--- src/rtl/bash_f_const_rev.sv ---
// ============================================================================
// Module   : bash_f_const_rev
// Brief    : Backward-stepping bash-f round-constant generator with a
//            valid/ready output stream. Optional forward self-check is
//            enabled by BASH_F_CONST_REV_CHK_FWD_EN.
// Revision : 1.0 - initial release
// ============================================================================
`default_nettype none

module bash_f_const_rev #(
  parameter logic [63:0] C_CONST = 64'hAED8E07F99E12BDC,
  parameter int          CNT_W   = 5
) (
  input  logic             clk,
  input  logic             rst_n,
  input  logic             start_i,
  input  logic [63:0]      seed_i,
  input  logic [CNT_W-1:0] steps_i,
  output logic             busy_o,
  output logic [63:0]      data_o,
  output logic             valid_o,
  input  logic             ready_i,
  output logic             done_o,
  output logic             err_o
);

  typedef enum logic [1:0] {
    S_IDLE = 2'd0,
    S_RUN  = 2'd1,
    S_FIN  = 2'd2
  } state_t;

  // Data order keeps stream byte 0 in bits [63:56]; arithmetic is done on
  // the little-endian integer, so words are byte-swapped around each step.
  function automatic logic [63:0] bswap64(input logic [63:0] w);
    logic [63:0] r;
    r = '0;
    for (int i = 0; i < 8; i++) begin
      r[8*i +: 8] = w[56-8*i +: 8];
    end
    return r;
  endfunction

  // Bit 7 in data order is LE bit 63, set only when the forward step folded in C.
  function automatic logic [63:0] inv_step(input logic [63:0] y);
    logic        b;
    logic [63:0] t;
    logic [63:0] t_le;
    b    = y[7];
    t    = b ? (y ^ C_CONST) : y;
    t_le = bswap64(t);
    return bswap64({t_le[62:0], b});
  endfunction

  state_t           r_state;
  state_t           w_next;
  logic [63:0]      r_word;
  logic [CNT_W-1:0] r_cnt;
  logic [63:0]      r_data;
  logic             r_valid;
  logic             r_done;
  logic             w_hs;
  logic             w_last;
  logic [63:0]      w_step_in;
  logic [63:0]      w_step_out;

  assign w_hs       = r_valid & ready_i;
  assign w_last     = (r_cnt == CNT_W'(1));
  // First word comes from the latched seed, later words chain off data_o.
  assign w_step_in  = r_valid ? r_data : r_word;
  assign w_step_out = inv_step(w_step_in);

  always_ff @(posedge clk or negedge rst_n) begin
    if (!rst_n) begin
      r_state <= S_IDLE;
    end else begin
      r_state <= w_next;
    end
  end

  always_comb begin
    w_next = r_state;
    case (r_state)
      S_IDLE: begin
        if (start_i) begin
          w_next = (steps_i == '0) ? S_FIN : S_RUN;
        end
      end
      S_RUN: begin
        if (w_hs && w_last) begin
          w_next = S_FIN;
        end
      end
      S_FIN:   w_next = S_IDLE;
      default: w_next = S_IDLE;
    endcase
  end

  always_ff @(posedge clk or negedge rst_n) begin
    if (!rst_n) begin
      r_word  <= '0;
      r_cnt   <= '0;
      r_data  <= '0;
      r_valid <= 1'b0;
      r_done  <= 1'b0;
    end else begin
      r_done <= (r_state == S_FIN);
      case (r_state)
        S_IDLE: begin
          if (start_i) begin
            r_word  <= seed_i;
            r_cnt   <= steps_i;
            r_valid <= 1'b0;
          end
        end
        S_RUN: begin
          if (!r_valid) begin
            r_data  <= w_step_out;
            r_valid <= 1'b1;
          end else if (w_hs) begin
            r_word <= r_data;
            r_cnt  <= r_cnt - CNT_W'(1);
            if (w_last) begin
              r_valid <= 1'b0;
            end else begin
              r_data <= w_step_out;
            end
          end
        end
        default: begin
          r_valid <= 1'b0;
        end
      endcase
    end
  end

  assign busy_o  = (r_state == S_RUN);
  assign data_o  = r_data;
  assign valid_o = r_valid;
  assign done_o  = r_done;

`ifdef BASH_F_CONST_REV_CHK_FWD_EN
  function automatic logic [63:0] fwd_step(input logic [63:0] y);
    logic [63:0] x_le;
    logic [63:0] r_le;
    x_le = bswap64(y);
    r_le = (x_le >> 1) ^ (x_le[0] ? bswap64(C_CONST) : 64'd0);
    return bswap64(r_le);
  endfunction

  logic        r_err;
  logic [63:0] w_fwd;

  // r_word holds the predecessor of data_o (the seed for the first word).
  assign w_fwd = fwd_step(r_data);

  always_ff @(posedge clk or negedge rst_n) begin
    if (!rst_n) begin
      r_err <= 1'b0;
    end else if (w_hs && (w_fwd != r_word)) begin
      r_err <= 1'b1;
    end
  end

  assign err_o = r_err;
`else
  assign err_o = 1'b0;
`endif

endmodule

`default_nettype wire

--- config.mk ---
export PLATFORM = sky130hd
export DESIGN_NAME = bash_f_const_rev
export DESIGN_NICKNAME = d
export VERILOG_FILES = /design/src/rtl/bash_f_const_rev.sv
export SDC_FILE = /design/constraint.sdc
export NUM_CORES = 1
export LEC_CHECK = 0
export CAP_MARGIN = 20
export CORE_ASPECT_RATIO = 1.5
export CORE_UTILIZATION = 40
export CTS_CLUSTER_DIAMETER = 120
export CTS_CLUSTER_SIZE = 20
export DETAILED_ROUTE_END_ITERATION = 6
export PLACE_DENSITY = 0.62
export SLEW_MARGIN = 10
export SYNTH_ARGS = -nofsm -noshare
export SYNTH_HDL_FRONTEND = slang
export SYNTH_SLANG_ARGS = --single-unit
export TNS_END_PERCENT = 1
--- constraint.sdc ---
create_clock -name clk -period 2.2 [get_ports clk]
set_clock_uncertainty 0.05 [all_clocks]
set_input_delay 0.22 -clock clk [delete_from_list [all_inputs] [get_ports clk]]
set_output_delay 0.22 -clock clk [all_outputs]
set_load 0.005 [all_outputs]
==> run metrics <==
status=complete, but fails checks; failing checks=DRC; cells after synthesis=663; antenna diode count=0; most common flop cell mapped by yosys=dfrtp_1; Reg power frac=0.293; RSZ-0062 raised after global routing=no; Post-Layout Cell Count=1,020; layout cell share with drive strength beyond 1=0.199; antenna viol nets, final=0; Hold Crit Class=in -> async; CP required=1930 ps; Crit Path Max Fanout=12; Most Used Layer, Global Route=met2; initial antenna violation count=0; htree depth=4; Total Wirelength=18,800 µm; Clk pwr share=0.169; Residual DRC=8; PwrDens=1840 nW/µm²; Distinct cells, synth=40; Reg clk slew, reported paths=60 ps; Post-synth EDFFs=0; Core Area=17,900 µm²; hpwl dp=12,500 µm; Critical Path Start Type=register; met3 Usage GRT=0.0290; CP Class=reg -> out; Buffers on Ports=139; routing usage on met2=0.375; Placed Area=8870 µm²; Die Y=167 µm; ranking of synthesized cells by area=dfrtp_1 47%, mux2_4 12%, nand2_1 6.7%; drt initial violations=310; Final GP Congestion=0.807; I/O pins=141; nets@finish=865; Setup Viol. Count Final=0; part of the cycle the worst path needs=0.966; Vias=5,498; Sw Share=0.366; synthesized area=7270 µm²; register area share after synthesis=0.472; setup TNS=0 ps; Finished Cell Area=9510 µm²; top-area cell type share of the netlist area=0.472; Multi-input gate area=3480 µm²; shortest period the worst path allows=2120 ps; Pint=11.1 mW; Chip Width=112 µm; Site Rows=60; Initial Util=0.407; Slew Limit Fails=0; number of vias per cell=5.39; Max Fclk=0.471 GHz; Tot Pwr=17.5 mW; Clk Latency, worst-skew pair=410 ps; Pleak=4.20 nW; P_sw=6.40 mW; first-pass GRT wire length=30,600 µm; Seq. cell area=3430 µm²; largest net degree at the start of global routing=66; clk sink count=137; Mapped Nets=738; hold slack=239 ps; clk buf depth=2; grt total ovfl=0; Yosys top cell by area=dfrtp_1; CP endpoint kind=output port; vias in the first global route=5,661; placed insts=985; Layout area overhead=30.8%; Synth Area per Inst=11.0 µm²; Post-synth ARST share=1.00; Synth Register Bits=137; Final Hold Viols=0; Die ar.=18,700 µm²; CTS tree=yes; crit path DAT=1850 ps; GRT Total Usage=0.208; VDD IR max=0.890 mV; combinational share of power=0.539; fillers=1,610; DR WL/cell=18.4 µm; total clock buffers created by CTS=17; CTS Root Cell=clkbuf_16; TritonRoute pass-1 iters=7; met1 Resource Use GR=0.255; Synth Warn #=0; max-capacitance violation count=0
## cells by family after synthesis
family | synth area share
AO/OA/AOI/OAI | 0.0728
XOR/XNOR | 0.0422
multiplexers | 0.222
buffers and inverters | 0.0525
adder cells (fa/ha/maj) | 0.00344
flip-flops | 0.472
other | 0.000516
AND/OR/NAND/NOR | 0.135
## worst paths after layout
check,startpoint,to,slack [ps],depth (start not counted)
min in group clk,seed_i[4],r_word[4],330,3
worst max register to register,valid_o,data_o[47],280,5
worst max-delay path,r_state[1],busy_o,80,3
worst min-delay path,rst_n,r_word[11],240,2
worst min register to register,r_word[60],r_word[60],500,2
max in group asynchronous,rst_n,data_o[60],1150,3
## through the flow
stage          setup WS (ps)  utilization
6_report                75.7        0.532
3_3_place_gp             266        0.496
5_1_grt                 7.68        0.532
2_1_floorplan            431            -
3_5_place_dp             233        0.496
4_1_cts                 3.36        0.531
## power groups by stage
stage / logic [mW] / clock network (mW) / registers (mW)
6_report: 9.43 / 2.95 / 5.12
3_3_place_gp: 9.16 / 0 / 5.14
3_5_place_dp: 9.43 / 0 / 5.20
5_1_grt: 10.2 / 3.11 / 5.31
2_1_floorplan: 6.81 / 0 / 4.79
4_1_cts: 9.46 / 3.02 / 5.19
## timing repair
| item | 4_1_cts | 5_1_grt |
|---|---|---|
| setup endpoints to repair | 1 | 1 |
| hold buffers | 1 | 0 |
| endpoints found under the hold margin | 30 | 0 |
| setup buffers | 0 | 2 |
| resized for setup | 1 | 0 |
| pin swaps | 0 | 0 |
## cell usage in the layout (no fill, tap or decap), types with 4 or more instances in the layout
master           Yosys  final
mux2_2              32     32
mux2_4              59     59
nor3_1              66     66
clkinvlp_4           0      4
nand2_1            129    129
clkdlybuf4s50_1      0    138
clkbuf_16            0     17
a21oi_1              4      4
mux2i_1             37     36
dfrtp_1            137    135
buf_12               0      7
a31oi_1             65     65
xor2_1              35     35
buf_4               10     19
inv_1                6      5
## routing by layer
layer	wire length, µm	part of all wire	vias to the layer above
met2	9830	0.52	146
met1	7990	0.42	2749
met5	0	0	-
met3	703	0.037	18
li1	-	-	2585
met4	284	0.015	0
## cells in the mapped netlist (all sizes together) (6+ instances only)
cell type	instances
mux2i	37
inv	6
buf	44
clkbuf	14
mux2	91
nor3	66
a31oi	65
nand2	129
dfrtp	137
xor2	35
## sequential cells by signal (all words and copies together) (netlist names)
| signal | flops |
|---|---|
| r_cnt | 5 |
| r_state | 2 |
| data_o | 64 |
| done_o | 1 |
| r_word | 64 |
| valid_o | 1 |
## final cells by class
class                      count  share of cell area
multi-input combinational    462               0.366
sequential                   137               0.361
timing repair buffer         166               0.177
clock buffer                  19              0.0466
tap                          217              0.0286
clock inverter                13              0.0178
inverter                       6             0.00237
## worst max-delay path, stage by stage, from the launching register on
cell             delay, ps
dfrtp_2                490
nand2b_2               270
inv_2                  130
clkdlybuf4s50_1        570
No activity file was read; power rests on OpenSTA's default activity.
